--- src/rtl/wb_req_pkg.sv ---
// Shared types and widths for the Wishbone request master.
package wb_req_pkg;

  localparam int unsigned ADDR_W = 32;
  localparam int unsigned DATA_W = 32;
  localparam int unsigned SEL_W  = 4;
  localparam int unsigned STAT_W = 16;

  typedef enum logic [1:0] {
    ST_IDLE = 2'd0,
    ST_BUS  = 2'd1,
    ST_RSP  = 2'd2
  } state_e;

  // 69-bit queued command
  typedef struct packed {
    logic              we;
    logic [ADDR_W-1:0] addr;
    logic [DATA_W-1:0] data;
    logic [SEL_W-1:0]  sel;
  } cmd_t;

  typedef struct packed {
    logic [DATA_W-1:0] data;
    logic              err;
    logic              timeout;
  } rsp_t;

  // Saturating statistics increment
  function automatic logic [STAT_W-1:0] sat_inc(input logic [STAT_W-1:0] v);
    return (v == {STAT_W{1'b1}}) ? v : v + STAT_W'(1);
  endfunction

endpackage

--- src/rtl/wb_req_fifo.sv ---
// Command FIFO: register storage, wrap-bit pointers, registered ready/empty flags.
module wb_req_fifo
  import wb_req_pkg::*;
#(
  parameter int unsigned DEPTH = 4
) (
  input  logic clk_i,
  input  logic rst_i_,
  input  logic i_push,
  input  cmd_t i_data,
  input  logic i_pop,
  output cmd_t o_head,
  output logic o_ready,
  output logic o_empty,
  output logic o_empty_nxt_c
);

  localparam int unsigned PTR_W = $clog2(DEPTH);
  localparam int unsigned AW    = PTR_W + 1;

  cmd_t          r_mem [DEPTH];
  logic [AW-1:0] r_wr_ptr;
  logic [AW-1:0] r_rd_ptr;
  logic [AW-1:0] w_wr_ptr_nxt;
  logic [AW-1:0] w_rd_ptr_nxt;
  logic          r_empty;
  logic          r_ready;
  logic          w_push;
  logic          w_pop;
  logic          w_full_nxt;

  assign w_push       = i_push && r_ready;
  assign w_pop        = i_pop && !r_empty;
  assign w_wr_ptr_nxt = r_wr_ptr + AW'(w_push);
  assign w_rd_ptr_nxt = r_rd_ptr + AW'(w_pop);

  // Full when indices match but wrap bits differ
  assign w_full_nxt    = (w_wr_ptr_nxt[PTR_W] != w_rd_ptr_nxt[PTR_W]) &&
                         (w_wr_ptr_nxt[PTR_W-1:0] == w_rd_ptr_nxt[PTR_W-1:0]);
  assign o_empty_nxt_c = (w_wr_ptr_nxt == w_rd_ptr_nxt);

  always_ff @(posedge clk_i or negedge rst_i_) begin
    if (!rst_i_) begin
      r_wr_ptr <= '0;
      r_rd_ptr <= '0;
      r_empty  <= 1'b1;
      r_ready  <= 1'b1;
    end else begin
      r_wr_ptr <= w_wr_ptr_nxt;
      r_rd_ptr <= w_rd_ptr_nxt;
      r_empty  <= o_empty_nxt_c;
      r_ready  <= !w_full_nxt;
    end
  end

  always_ff @(posedge clk_i) begin
    if (w_push) begin
      r_mem[r_wr_ptr[PTR_W-1:0]] <= i_data;
    end
  end

  assign o_head  = r_mem[r_rd_ptr[PTR_W-1:0]];
  assign o_ready = r_ready;
  assign o_empty = r_empty;

endmodule

--- src/rtl/wb_req_master.sv ---
// Wishbone classic single-beat master fed by a command FIFO, one response per command.
// Optional response statistics counters: define WB_REQ_STATS_EN.
module wb_req_master
  import wb_req_pkg::*;
#(
  parameter int unsigned CMD_DEPTH   = 4,
  parameter int unsigned TIMEOUT_CYC = 256
) (
  input  logic              clk_i,
  input  logic              rst_i_,
  input  logic              cmd_valid_i,
  output logic              cmd_ready_o,
  input  logic              cmd_we_i,
  input  logic [ADDR_W-1:0] cmd_addr_i,
  input  logic [DATA_W-1:0] cmd_data_i,
  input  logic [SEL_W-1:0]  cmd_sel_i,
  output logic              rsp_valid_o,
  input  logic              rsp_ready_i,
  output logic [DATA_W-1:0] rsp_data_o,
  output logic              rsp_err_o,
  output logic              rsp_timeout_o,
  output logic [ADDR_W-1:0] wb_addr_o,
  output logic [DATA_W-1:0] wb_data_o,
  output logic [SEL_W-1:0]  wb_sel_o,
  output logic              wb_we_o,
  output logic              wb_cyc_o,
  output logic              wb_stb_o,
  input  logic [DATA_W-1:0] wb_data_i,
  input  logic              wb_ack_i,
  input  logic              wb_err_i,
`ifdef WB_REQ_STATS_EN
  output logic [STAT_W-1:0] stat_ok_o,
  output logic [STAT_W-1:0] stat_err_o,
  output logic [STAT_W-1:0] stat_tmo_o,
`endif
  output logic              busy_o
);

  localparam int unsigned      CNT_W    = $clog2(TIMEOUT_CYC);
  localparam logic [CNT_W-1:0] CNT_LAST = CNT_W'(TIMEOUT_CYC - 1);

  state_e           r_state;
  state_e           w_state_nxt;
  cmd_t             r_wb_cmd;
  cmd_t             w_wb_cmd_nxt;
  logic             r_wb_cyc;
  logic             w_wb_cyc_nxt;
  rsp_t             r_rsp;
  rsp_t             w_rsp_nxt;
  logic             r_rsp_valid;
  logic             w_rsp_valid_nxt;
  logic [CNT_W-1:0] r_wait_cnt;
  logic [CNT_W-1:0] w_wait_cnt_nxt;
  logic             r_busy;

  cmd_t             w_cmd_in;
  cmd_t             w_fifo_head;
  logic             w_fifo_ready;
  logic             w_fifo_empty;
  logic             w_fifo_empty_nxt;
  logic             w_push;
  logic             w_pop;

  assign w_cmd_in = '{we: cmd_we_i, addr: cmd_addr_i, data: cmd_data_i, sel: cmd_sel_i};
  assign w_push   = cmd_valid_i && w_fifo_ready;

  wb_req_fifo #(
    .DEPTH (CMD_DEPTH)
  ) u_fifo (
    .clk_i         (clk_i),
    .rst_i_        (rst_i_),
    .i_push        (w_push),
    .i_data        (w_cmd_in),
    .i_pop         (w_pop),
    .o_head        (w_fifo_head),
    .o_ready       (w_fifo_ready),
    .o_empty       (w_fifo_empty),
    .o_empty_nxt_c (w_fifo_empty_nxt)
  );

  // Next-state and next-register values
  always_comb begin
    w_state_nxt     = r_state;
    w_wb_cmd_nxt    = r_wb_cmd;
    w_wb_cyc_nxt    = r_wb_cyc;
    w_rsp_nxt       = r_rsp;
    w_rsp_valid_nxt = r_rsp_valid;
    w_wait_cnt_nxt  = r_wait_cnt;
    w_pop           = 1'b0;

    case (r_state)
      ST_IDLE: begin
        if (!w_fifo_empty) begin
          w_pop          = 1'b1;
          w_wb_cmd_nxt   = w_fifo_head;
          w_wb_cyc_nxt   = 1'b1;
          w_wait_cnt_nxt = '0;
          w_state_nxt    = ST_BUS;
        end
      end
      ST_BUS: begin
        if (wb_ack_i || wb_err_i) begin
          // err outranks ack; data only from a clean read ack
          w_wb_cyc_nxt      = 1'b0;
          w_wb_cmd_nxt.we   = 1'b0;
          w_rsp_valid_nxt   = 1'b1;
          w_rsp_nxt.err     = wb_err_i;
          w_rsp_nxt.timeout = 1'b0;
          w_rsp_nxt.data    = (wb_ack_i && !wb_err_i && !r_wb_cmd.we) ? wb_data_i : '0;
          w_state_nxt       = ST_RSP;
        end else if (r_wait_cnt == CNT_LAST) begin
          w_wb_cyc_nxt      = 1'b0;
          w_wb_cmd_nxt.we   = 1'b0;
          w_rsp_valid_nxt   = 1'b1;
          w_rsp_nxt.err     = 1'b0;
          w_rsp_nxt.timeout = 1'b1;
          w_rsp_nxt.data    = '0;
          w_state_nxt       = ST_RSP;
        end else begin
          w_wait_cnt_nxt = r_wait_cnt + CNT_W'(1);
        end
      end
      ST_RSP: begin
        if (rsp_ready_i) begin
          w_rsp_valid_nxt = 1'b0;
          w_rsp_nxt       = '0;
          w_state_nxt     = ST_IDLE;
        end
      end
      default: begin
        w_state_nxt = ST_IDLE;
      end
    endcase
  end

  always_ff @(posedge clk_i or negedge rst_i_) begin
    if (!rst_i_) begin
      r_state     <= ST_IDLE;
      r_wb_cmd    <= '0;
      r_wb_cyc    <= 1'b0;
      r_rsp       <= '0;
      r_rsp_valid <= 1'b0;
      r_wait_cnt  <= '0;
      r_busy      <= 1'b0;
    end else begin
      r_state     <= w_state_nxt;
      r_wb_cmd    <= w_wb_cmd_nxt;
      r_wb_cyc    <= w_wb_cyc_nxt;
      r_rsp       <= w_rsp_nxt;
      r_rsp_valid <= w_rsp_valid_nxt;
      r_wait_cnt  <= w_wait_cnt_nxt;
      r_busy      <= !w_fifo_empty_nxt || (w_state_nxt != ST_IDLE);
    end
  end

`ifdef WB_REQ_STATS_EN
  logic              w_rsp_fire;
  logic [STAT_W-1:0] r_stat_ok;
  logic [STAT_W-1:0] r_stat_err;
  logic [STAT_W-1:0] r_stat_tmo;

  assign w_rsp_fire = r_rsp_valid && rsp_ready_i;

  // Count each response kind at its handshake edge
  always_ff @(posedge clk_i or negedge rst_i_) begin
    if (!rst_i_) begin
      r_stat_ok  <= '0;
      r_stat_err <= '0;
      r_stat_tmo <= '0;
    end else if (w_rsp_fire) begin
      if (r_rsp.timeout) begin
        r_stat_tmo <= sat_inc(r_stat_tmo);
      end else if (r_rsp.err) begin
        r_stat_err <= sat_inc(r_stat_err);
      end else begin
        r_stat_ok <= sat_inc(r_stat_ok);
      end
    end
  end

  assign stat_ok_o  = r_stat_ok;
  assign stat_err_o = r_stat_err;
  assign stat_tmo_o = r_stat_tmo;
`endif

  assign cmd_ready_o   = w_fifo_ready;
  assign wb_addr_o     = r_wb_cmd.addr;
  assign wb_data_o     = r_wb_cmd.data;
  assign wb_sel_o      = r_wb_cmd.sel;
  assign wb_we_o       = r_wb_cmd.we;
  assign wb_cyc_o      = r_wb_cyc;
  assign wb_stb_o      = r_wb_cyc;
  assign rsp_valid_o   = r_rsp_valid;
  assign rsp_data_o    = r_rsp.data;
  assign rsp_err_o     = r_rsp.err;
  assign rsp_timeout_o = r_rsp.timeout;
  assign busy_o        = r_busy;

endmodule

--- config.mk ---
export PLATFORM = sky130hd
export DESIGN_NAME = wb_req_master
export DESIGN_NICKNAME = d
export VERILOG_FILES = /design/src/rtl/wb_req_pkg.sv /design/src/rtl/wb_req_fifo.sv /design/src/rtl/wb_req_master.sv
export SDC_FILE = /design/constraint.sdc
export NUM_CORES = 1
export LEC_CHECK = 0
export ABC_AREA = 1
export BUFFER_PORTS_ARGS = -buffer_cell sky130_fd_sc_hd__buf_4
export CAP_MARGIN = 20
export CORE_MARGIN = 1
export CORE_UTILIZATION = 45
export DETAILED_ROUTE_END_ITERATION = 8
export PLACE_DENSITY_LB_ADDON = 0.12
export SLEW_MARGIN = 20
export SYNTH_ARGS = -nofsm -noshare
export SYNTH_HDL_FRONTEND = slang
export SYNTH_SLANG_ARGS = --single-unit
--- constraint.sdc ---
create_clock -name clk_i -period 6.5 [get_ports clk_i]
set_clock_uncertainty 0.2 [all_clocks]
set_input_delay 0.325 -clock clk_i [delete_from_list [all_inputs] [get_ports clk_i]]
set_output_delay 0.325 -clock clk_i [all_outputs]
set_load 0.01 [all_outputs]
* Word level (Yosys, flattened, before mapping) *
Memories as Yosys holds them, arrays and structs flattened.
Index checks and enable logic that the tools add are counted.

cells by class
  add/subtract/negate cells = 3
  equal/unequal tests = 11
  multiplexer cells = 28
  bitwise logic cells = 1
  reduce and logical (&&, ||, !) cells = 21

operators with widths
  cell                                                                   count
  34-bit two-way mux                                                     3
  69-bit two-way mux                                                     1
  34-bit one-hot mux with 2 select lines                                 1
  32-bit two-way mux                                                     1
  8-bit two-way mux                                                      3
  8-bit one-hot mux with 2 select lines                                  1
  1-bit two-way mux                                                      10
  8-bit by 1-bit adder with 8-bit output, second input constant          1
  8-bit equality test, second input constant                             1
  2-bit two-way mux                                                      4
  2-bit inequality test, second input constant                           4
  3-bit by 1-bit adder with 3-bit output                                 2
  1-bit logical AND                                                      6
  1-bit one-hot mux with 2 select lines                                  3
  2-bit one-hot mux with 3 select lines                                  1
  3-bit AND reduction                                                    2
  2-bit nonzero test                                                     3
  1-bit zero test                                                        5
  4-bit AND reduction                                                    1
  3-bit equality test                                                    1
  3-bit inequality test, second input constant                           1
  2-bit by 1-bit equality test with 1-bit output, second input constant  1
  2-bit equality test                                                    1
  2-bit equality test, second input constant                             1
  5 further kinds                                                        6

storage, ports and cells
  register bits = 124
  memories kept = 1
  RAM bits = 276

memory list
  name          words  width  read ports  clocked after memory_dff  wr ports  line               text
  u_fifo.r_mem  4      69     1           0                         1         wb_req_fifo.sv:21  cmd_t r_mem [DEPTH];

* Longest topological paths before layout *
Gate-level depths: netlist of run 1.

  depth in word-level cells = 7
  depth in mapped cells = 11
  gate-level depth less buffers = 9

* Hierarchy *
From an unflattened synthesis of run 1, not the netlist that was laid out.

second synthesis, totals
  cells, all modules = 1,397
  area, all modules = 16,143.0 sq um

by module, submodules not included
  module         seq. area each (sq um)  area each (sq um)  times used  cells each
  wb_req_fifo    8,490.6                 11,315.9           1           860
  wb_req_master  2,902.8                 4,827.1            1           537

* Worst setup path before layout of run 1 *
OpenSTA, ideal clock, no wires.

  kind = register -> register
  from = reg u_fifo.r_ready (netlist: u_fifo.o_ready)
  to = mem u_fifo.r_mem[0][0] (netlist bit) (enable)
  slack = 0.378 ns
  arrival = 5.340 ns
  cell stages (with the launch flop) = 3
  cells stage by stage = dfstp_2 nand2_1 nor3_1

on the way
  word-level cells in the longest chain between the ends = 4

ends and longest elaborated chain
  element                                    line                 text
  start: declaration                         wb_req_fifo.sv:27    logic r_ready;
  start signal: assignment                   wb_req_fifo.sv:52    r_ready <= !w_full_nxt;
  1-bit logical AND                          wb_req_master.sv:65  assign w_push = cmd_valid_i && w_fifo_ready;
  1-bit logical AND *                        wb_req_fifo.sv:32    assign w_push = i_push && r_ready;
  1-bit two-way mux *                        wb_req_fifo.sv:57    if (w_push) begin
  1-bit two-way mux (implied by the code) *  wb_req_fifo.sv:58    r_mem[r_wr_ptr[PTR_W-1:0]] <= i_data;
  end: declaration                           wb_req_fifo.sv:21

Mark *: on every way between the ends. The rest lies on a longest branch, timed or not.

* Final worst setup path of run 1 *
  from = reg u_fifo.r_rd_ptr[0]
  to = reg r_wb_cmd, in the netlist wb_data_o[11]

on the way
  word-level cells in the longest chain between the ends = 1

ends and longest elaborated chain
  element                   line                  text
  start: declaration        wb_req_fifo.sv:23     logic [AW-1:0] r_rd_ptr;
  start signal: assignment  wb_req_fifo.sv:50     r_rd_ptr <= w_rd_ptr_nxt;
  memory 4 x 69 bit         n/a
  end signal: assignment    wb_req_master.sv:147  r_wb_cmd <= w_wb_cmd_nxt;
  end: declaration          wb_req_master.sv:44   cmd_t r_wb_cmd;

Every way passes these cells.
A chain may end at the register's enable or synchronous reset.

==> results of run 1 <==
==> worst paths after layout <==
kind                               startpoint                 end  slack (ps)
max in group asynchronous              rst_i_       wb_data_o[18]        4680
hold / removal                    cmd_valid_i  u_fifo.r_wr_ptr[0]         190
min in group asynchronous              rst_i_       wb_addr_o[28]         220
hold reg to reg                 wb_addr_o[24]       wb_addr_o[24]         280
setup reg to reg           u_fifo.r_rd_ptr[0]       wb_data_o[11]        3570
setup / recovery           u_fifo.r_rd_ptr[0]       wb_data_o[11]        3570
==> sequential cells by signal, indices dropped and copies added (netlist names), 2 cells and up <==
register         cells
wb_addr_o           32
u_fifo.r_wr_ptr      3
r_state              2
u_fifo.r_rd_ptr      3
u_fifo.r_mem       276
wb_data_o           32
rsp_data_o          32
wb_sel_o             4
r_wait_cnt           8
==> worst max-delay path, delay by kind of cell, from the launching register on <==
family | cells | cell delay (ps)
buffers and inverters | 2 | 1380
and+or+nand+nor | 2 | 180
AOI/OAI and AO/OA | 2 | 310
DFF | 1 | 760
==> metal layers <==
| layer | vias up | routed length [microns] | track usage (%) | share of wire [%] |
|---|---|---|---|---|
| li1 | 4948 | - | - | - |
| met1 | 5040 | 15700 | 27.82 | 45 |
| met2 | 253 | 16830 | 33.80 | 48 |
| met3 | 49 | 1818 | 3.235 | 5.2 |
| met4 | 0 | 566 | 4.887 | 1.6 |
| met5 | - | 0 | 0 | 0 |
==> layout by cell type (no fill, tap or decap), drive strengths merged, types with 4 or more instances in the layout <==
| master | n |
|---|---|
| dfrtp | 122 |
| buf | 228 |
| xor2 | 4 |
| nand2 | 284 |
| edfxtp | 276 |
| o21ai | 146 |
| clkinv | 8 |
| nand3 | 73 |
| o22ai | 69 |
| clkbuf | 63 |
| ha | 5 |
| nor3 | 4 |
| inv | 22 |
| dlygate4sd3 | 105 |
| nor2 | 150 |
==> kinds of logic after synthesis <==
| logic type | synth area share (%) |
|---|---|
| AO/OA/AOI/OAI | 7.662 |
| adder cells (fa/ha/maj) | 0.4071 |
| flip-flops | 74.14 |
| XOR/XNOR | 0.2850 |
| AND/OR/NAND/NOR | 14.24 |
| buffers and inverters | 3.265 |
==> through the flow <==
| step | instance area [sq um] | instances | utilization [%] | worst slack, ps |
|---|---|---|---|---|
| global route | 19620 | 2021 | 58.52 | 3289 |
| CTS | 19620 | 2020 | 58.50 | 3547 |
| finish | 19630 | 2022 | 58.53 | 3575 |
| global placement | 17270 | 1841 | 51.50 | 3647 |
| floorplan | 15370 | 1239 | - | 378.5 |
| detailed placement | 17270 | 1841 | 51.50 | 3569 |
==> power groups by stage <==
stage | sequential [mW] | clock, mW | combinational [mW]
2_1_floorplan | 3.89 | 0 | 1.76
3_3_place_gp | 3.80 | 0 | 2.87
3_5_place_dp | 3.81 | 0 | 2.91
4_1_cts | 3.77 | 2.31 | 2.98
5_1_grt | 3.84 | 2.40 | 3.28
6_report | 3.77 | 2.26 | 2.93
==> cells in the mapped netlist (6+ instances only) <==
library cell | count | area [sq um]
nand2_1 | 278 | 1044
edfxtp_1 | 276 | 8288
nor2_1 | 147 | 551.8
dfrtp_1 | 122 | 3053
o21ai_0 | 114 | 570.6
o22ai_1 | 69 | 431.7
nand3_1 | 53 | 265.3
o21ai_1 | 32 | 160.2
clkbuf_1 | 30 | 112.6
buf_2 | 20 | 100.1
nand3_2 | 20 | 200.2
buf_4 | 16 | 120.1
inv_1 | 15 | 56.30
buf_6 | 8 | 90.09
inv_2 | 6 | 22.52
nand2_2 | 6 | 37.54
==> final cells by class <==
| type | count | area, sq um | share of cell area (%) |
|---|---|---|---|
| antenna | 2 | 5.005 | 0.02550 |
| clock buffer | 63 | 1191 | 6.069 |
| clock inverter | 11 | 105.1 | 0.5355 |
| inverter | 21 | 81.33 | 0.4144 |
| multi-input combinational | 744 | 3506 | 17.86 |
| sequential | 400 | 11400 | 58.08 |
| tap | 448 | 560.5 | 2.856 |
| timing repair buffer | 333 | 2779 | 14.16 |
==> reports/qor.yml, run 1 <==
timing.fmax_mhz: 341.8
die_h_microns: 186.8
arrival_ps: 3180
synth_cell_type_count: 29
drive_gt1_share_pct: 20.87
p_per_area_nw_per_um2: 456.4
crit_required_ps: 6760
crit_top_cell: "nand2_1"
cts_tree: "built"
ant_nets: 0
grt_pass1_vias: 10340
root_buffer: "clkbuf_16"
dieArea_sq_um: 34890
clockBufferDepth: 3
final.setup.tns_ps: 0
critical_path.cell_chain: "inv_4 > buf_4 > o21ai_0 > o22ai_1 > nand2_1 > nand2_1"
synthesis.area_sq_um: 15370
r2r_cells: 6
synth_flop_cell: "edfxtp_1"
drt-total-wl_microns: 34910
crit_type: "reg2reg"
total_power_mw: 8.958
rsz0062_at_grt: "no"
dr.first_iter.drc_count: 700
vias: 10290
peakVddDrop_v: 0.0003212
cts_setup_buffers: 0
fp.coreArea_sq_um: 33530
syn_to_final_growth_pct: 27.72
die_w_microns: 186.8
final_hold_viol_count: 0
nFillCells: 2780
crit_slowest_cell: "dfrtp_4"
h-tree-depth: 2
maxCapViolations: 0
initial_core_util_pct: 45.83
grt_max_degree: 77
grt_pass1_wl_microns: 55850
cts_resized: 0
cts.clk_slew.worst_paths_ps: 60
sw_frac_of_total_pct: 34.94
tightest_slew_ps: 1020
route.detailed.drc: 0
min_path_cells: 4
synth_nets: 1351
vias_per_cell: 5.089
fin_crit_sh_pct: 45.01
worst_setup_path_end_kind: "flop"
nNetsFinal: 1653
finalCriticalPeriod_ps: 2925
synthCells: 1239
relSlewSlack_pct: 32.03
crit_fanout: 72
switchingPower_mw: 3.130
synth_edf_count: 276
ys_seq_area_share_pct: 74.14
yosys_warnings: 0
syn_area_per_cell_sq_um: 12.40
pwr-share-clk_pct: 25.2
setup_viol: 0
synthArstFlopShare_pct: 31.00
insertion_delay_ps: 520
seqPwrFrac_pct: 42.1
cts.sinks: 400
worst_setup_path_start_kind: "flop"
power_frac_comb_pct: 32.7
min_path_type: "in2reg"
routabilityCongestion: 0.7564
cts_hold_buf: 105
io_pins: 215
status: "complete, no violations"
wl_per_cell_microns: 17.26
p_leak_nw: 7.991
synth-seq-cells: 400
grt-ovfl-total: 0
grt_util_all_layers_pct: 20.23
portBuffers: 214
numCtsBuffers: 41
power.internal_mw: 5.828
fp-row-count: 67
antenna_found_initial: 2
slew_violations: 0
slowest_delay_ps: 760
firstDrtPassIters: 5
hold_ws_ps: 186.8
dp_hpwl_microns: 18440
Power figures use the tool's default switching activity.
==> run 2, diff against run 1 <==
- clock period: 6.5 -> 2.6 ns (I/O delays scaled with it)
==> run 2 against run 1 <==
The run now ends with negative hold slack left. Non-clock buffer count rose by 12. Final area grew 1.6%. Flip-flop and latch count unchanged. Sequential power is 150% higher. Via count is essentially flat. Combinational power grew to 2.6 times the previous value. First-iteration DRC count fell by 17%. Register-to-register slack got worse by 3000 ps. Clock power rose to 2.6 times the previous value.
==> reports/qor.yml, run 2 (synthesis results as in run 1) <==
fin_cells: 2034
final_cell_mix: "nand2_1 (276), edfxtp_1 (276), buf_4 (226), nor2_1 (147), dfrtp_1 (120)"
fp.coreArea_sq_um: 33530
use_met2_pct: 34.76
status: "finished, violations left"
cts_setup_buffers: 0
cts_resized: 0
setup_viol: 0
drive_gt1_share_pct: 21.94
relSlewSlack_pct: 37.05
post-place-ws_ps: 529.1
met1_usage_pct: 27.21
h-tree-depth: 2
power_frac_comb_pct: 33.7
total_power_mw: 22.86
numCtsBuffers: 42
finish.instance_area_sq_um: 19940
violations: "negative hold slack"
slew_violations: 0
crit_required_ps: 2800
pwr-share-clk_pct: 25.6
peakVddDrop_v: 0.0009313
crit_fanout: 3
die_h_microns: 186.8
hold_ws_ps: -1.568
vias_per_cell: 5.056
finalCriticalPeriod_ps: 2056
switchingPower_mw: 7.891
tightest_slew_ps: 944.2
firstDrtPassIters: 4
seqPwrFrac_pct: 40.7
route.detailed.drc: 0
grt_pass1_vias: 10370
ant_nets: 0
seqCellArea_sq_um: 11400
fin_util_pct: 59.47
grt_max_degree: 97
initial_core_util_pct: 45.83
drt-total-wl_microns: 34970
final_hold_viol_count: 1
die_w_microns: 186.8
arrival_ps: 2250
cts_hold_buf: 107
antenna_cells: 0
place_inst: 1851
grt-ovfl-total: 0
syn_to_final_growth_pct: 29.76
dr.first_iter.drc_count: 580
io_pins: 215
dieArea_sq_um: 34890
nNetsFinal: 1666
crit_type: "reg2reg"
min_path_type: "in2async"
largest_register_ffs: 276
power.internal_mw: 14.97
routabilityCongestion: 0.7960
final.setup.tns_ps: 0
antenna_found_initial: 0
timing.fmax_mhz: 486.3
p_per_area_nw_per_um2: 1146
clockBufferDepth: 3
grt_util_all_layers_pct: 20.38
maxCapViolations: 0
worst_setup_path_start_kind: "flop"
fin_crit_sh_pct: 79.10
vias: 10280
fp-row-count: 67
gr-max-usage-layer: "met2"
cts.sinks: 400
place_area_sq_um: 17500
worst_setup_path_end_kind: "flop"
use_met3_pct: 3.235
wl_per_cell_microns: 17.19
sw_frac_of_total_pct: 34.52
portBuffers: 214
root_buffer: "clkbuf_16"
dp_hpwl_microns: 19010
insertion_delay_ps: 520
rsz0062_at_grt: "no"
nFillCells: 2774
cts.clk_slew.worst_paths_ps: 60
grt_pass1_wl_microns: 56200
multi_input_area_sq_um: 3532
cts_tree: "built"
fin_ws_ps: 543.5
p_leak_nw: 8.134
[run 2: changes by cell type in the layout (fill, tap and decap cells not counted), sizes merged]
cell / before / now
bufinv: 2 / 4
clkinvlp: 0 / 3
inv: 22 / 21
dlygate4sd3: 105 / 107
clkinv: 8 / 15
diode: 2 / 0
buf: 228 / 238
clkbuf: 63 / 54
[run 2: critical path, cell delays in order (launching register included)]
cell and delay (ps):
dfstp_2 510, nor2_1 60, nand2_4 70, inv_2 40
ha_1 170, ha_1 290, inv_1 80, nor2_1 40
nor3b_1 360, nand3b_1 120
[run 2: routing by layer]
layer	routed length [microns]	part of all wire, %	up-vias
li1	-	-	4969
met1	15560	44	5009
met2	16940	48	255
met3	1746	5.0	51
met4	728	2.1	0
met5	0	0	-
[run 2: final cells by class]
type / instances / share of cell area (%)
multi-input cells: 744 / 17.71
clock inverters: 22 / 1.117
repair buffers: 345 / 15.04
well taps: 448 / 2.811
clock buffers: 54 / 5.748
inverters: 21 / 0.4079
flip-flops and latches: 400 / 57.16
[run 2: worst paths after layout]
kind                               startpoint                   to  slack (ps)  cells after the start
setup reg to reg               u_fifo.o_empty               busy_o         540                      9
min in group clk_i             cmd_data_i[14]  u_fifo.r_mem[2][18]         140                      2
hold / removal                         rst_i_        wb_addr_o[28]          -2                      2
hold reg to reg            u_fifo.r_rd_ptr[2]   u_fifo.r_rd_ptr[2]         270                      1
max in group asynchronous              rst_i_        wb_addr_o[18]        1430                      3
setup / recovery               u_fifo.o_empty               busy_o         540                      9
[run 2: power by group through the flow]
stage | logic, mW | clock network (mW) | registers [mW]
final | 7.70 | 5.85 | 9.31
after floorplan | 4.43 | 0 | 9.64
after detailed placement | 7.69 | 0 | 9.42
after global routing | 8.63 | 6.26 | 9.47
after global placement | 7.58 | 0 | 9.40
after CTS | 7.85 | 6.01 | 9.31
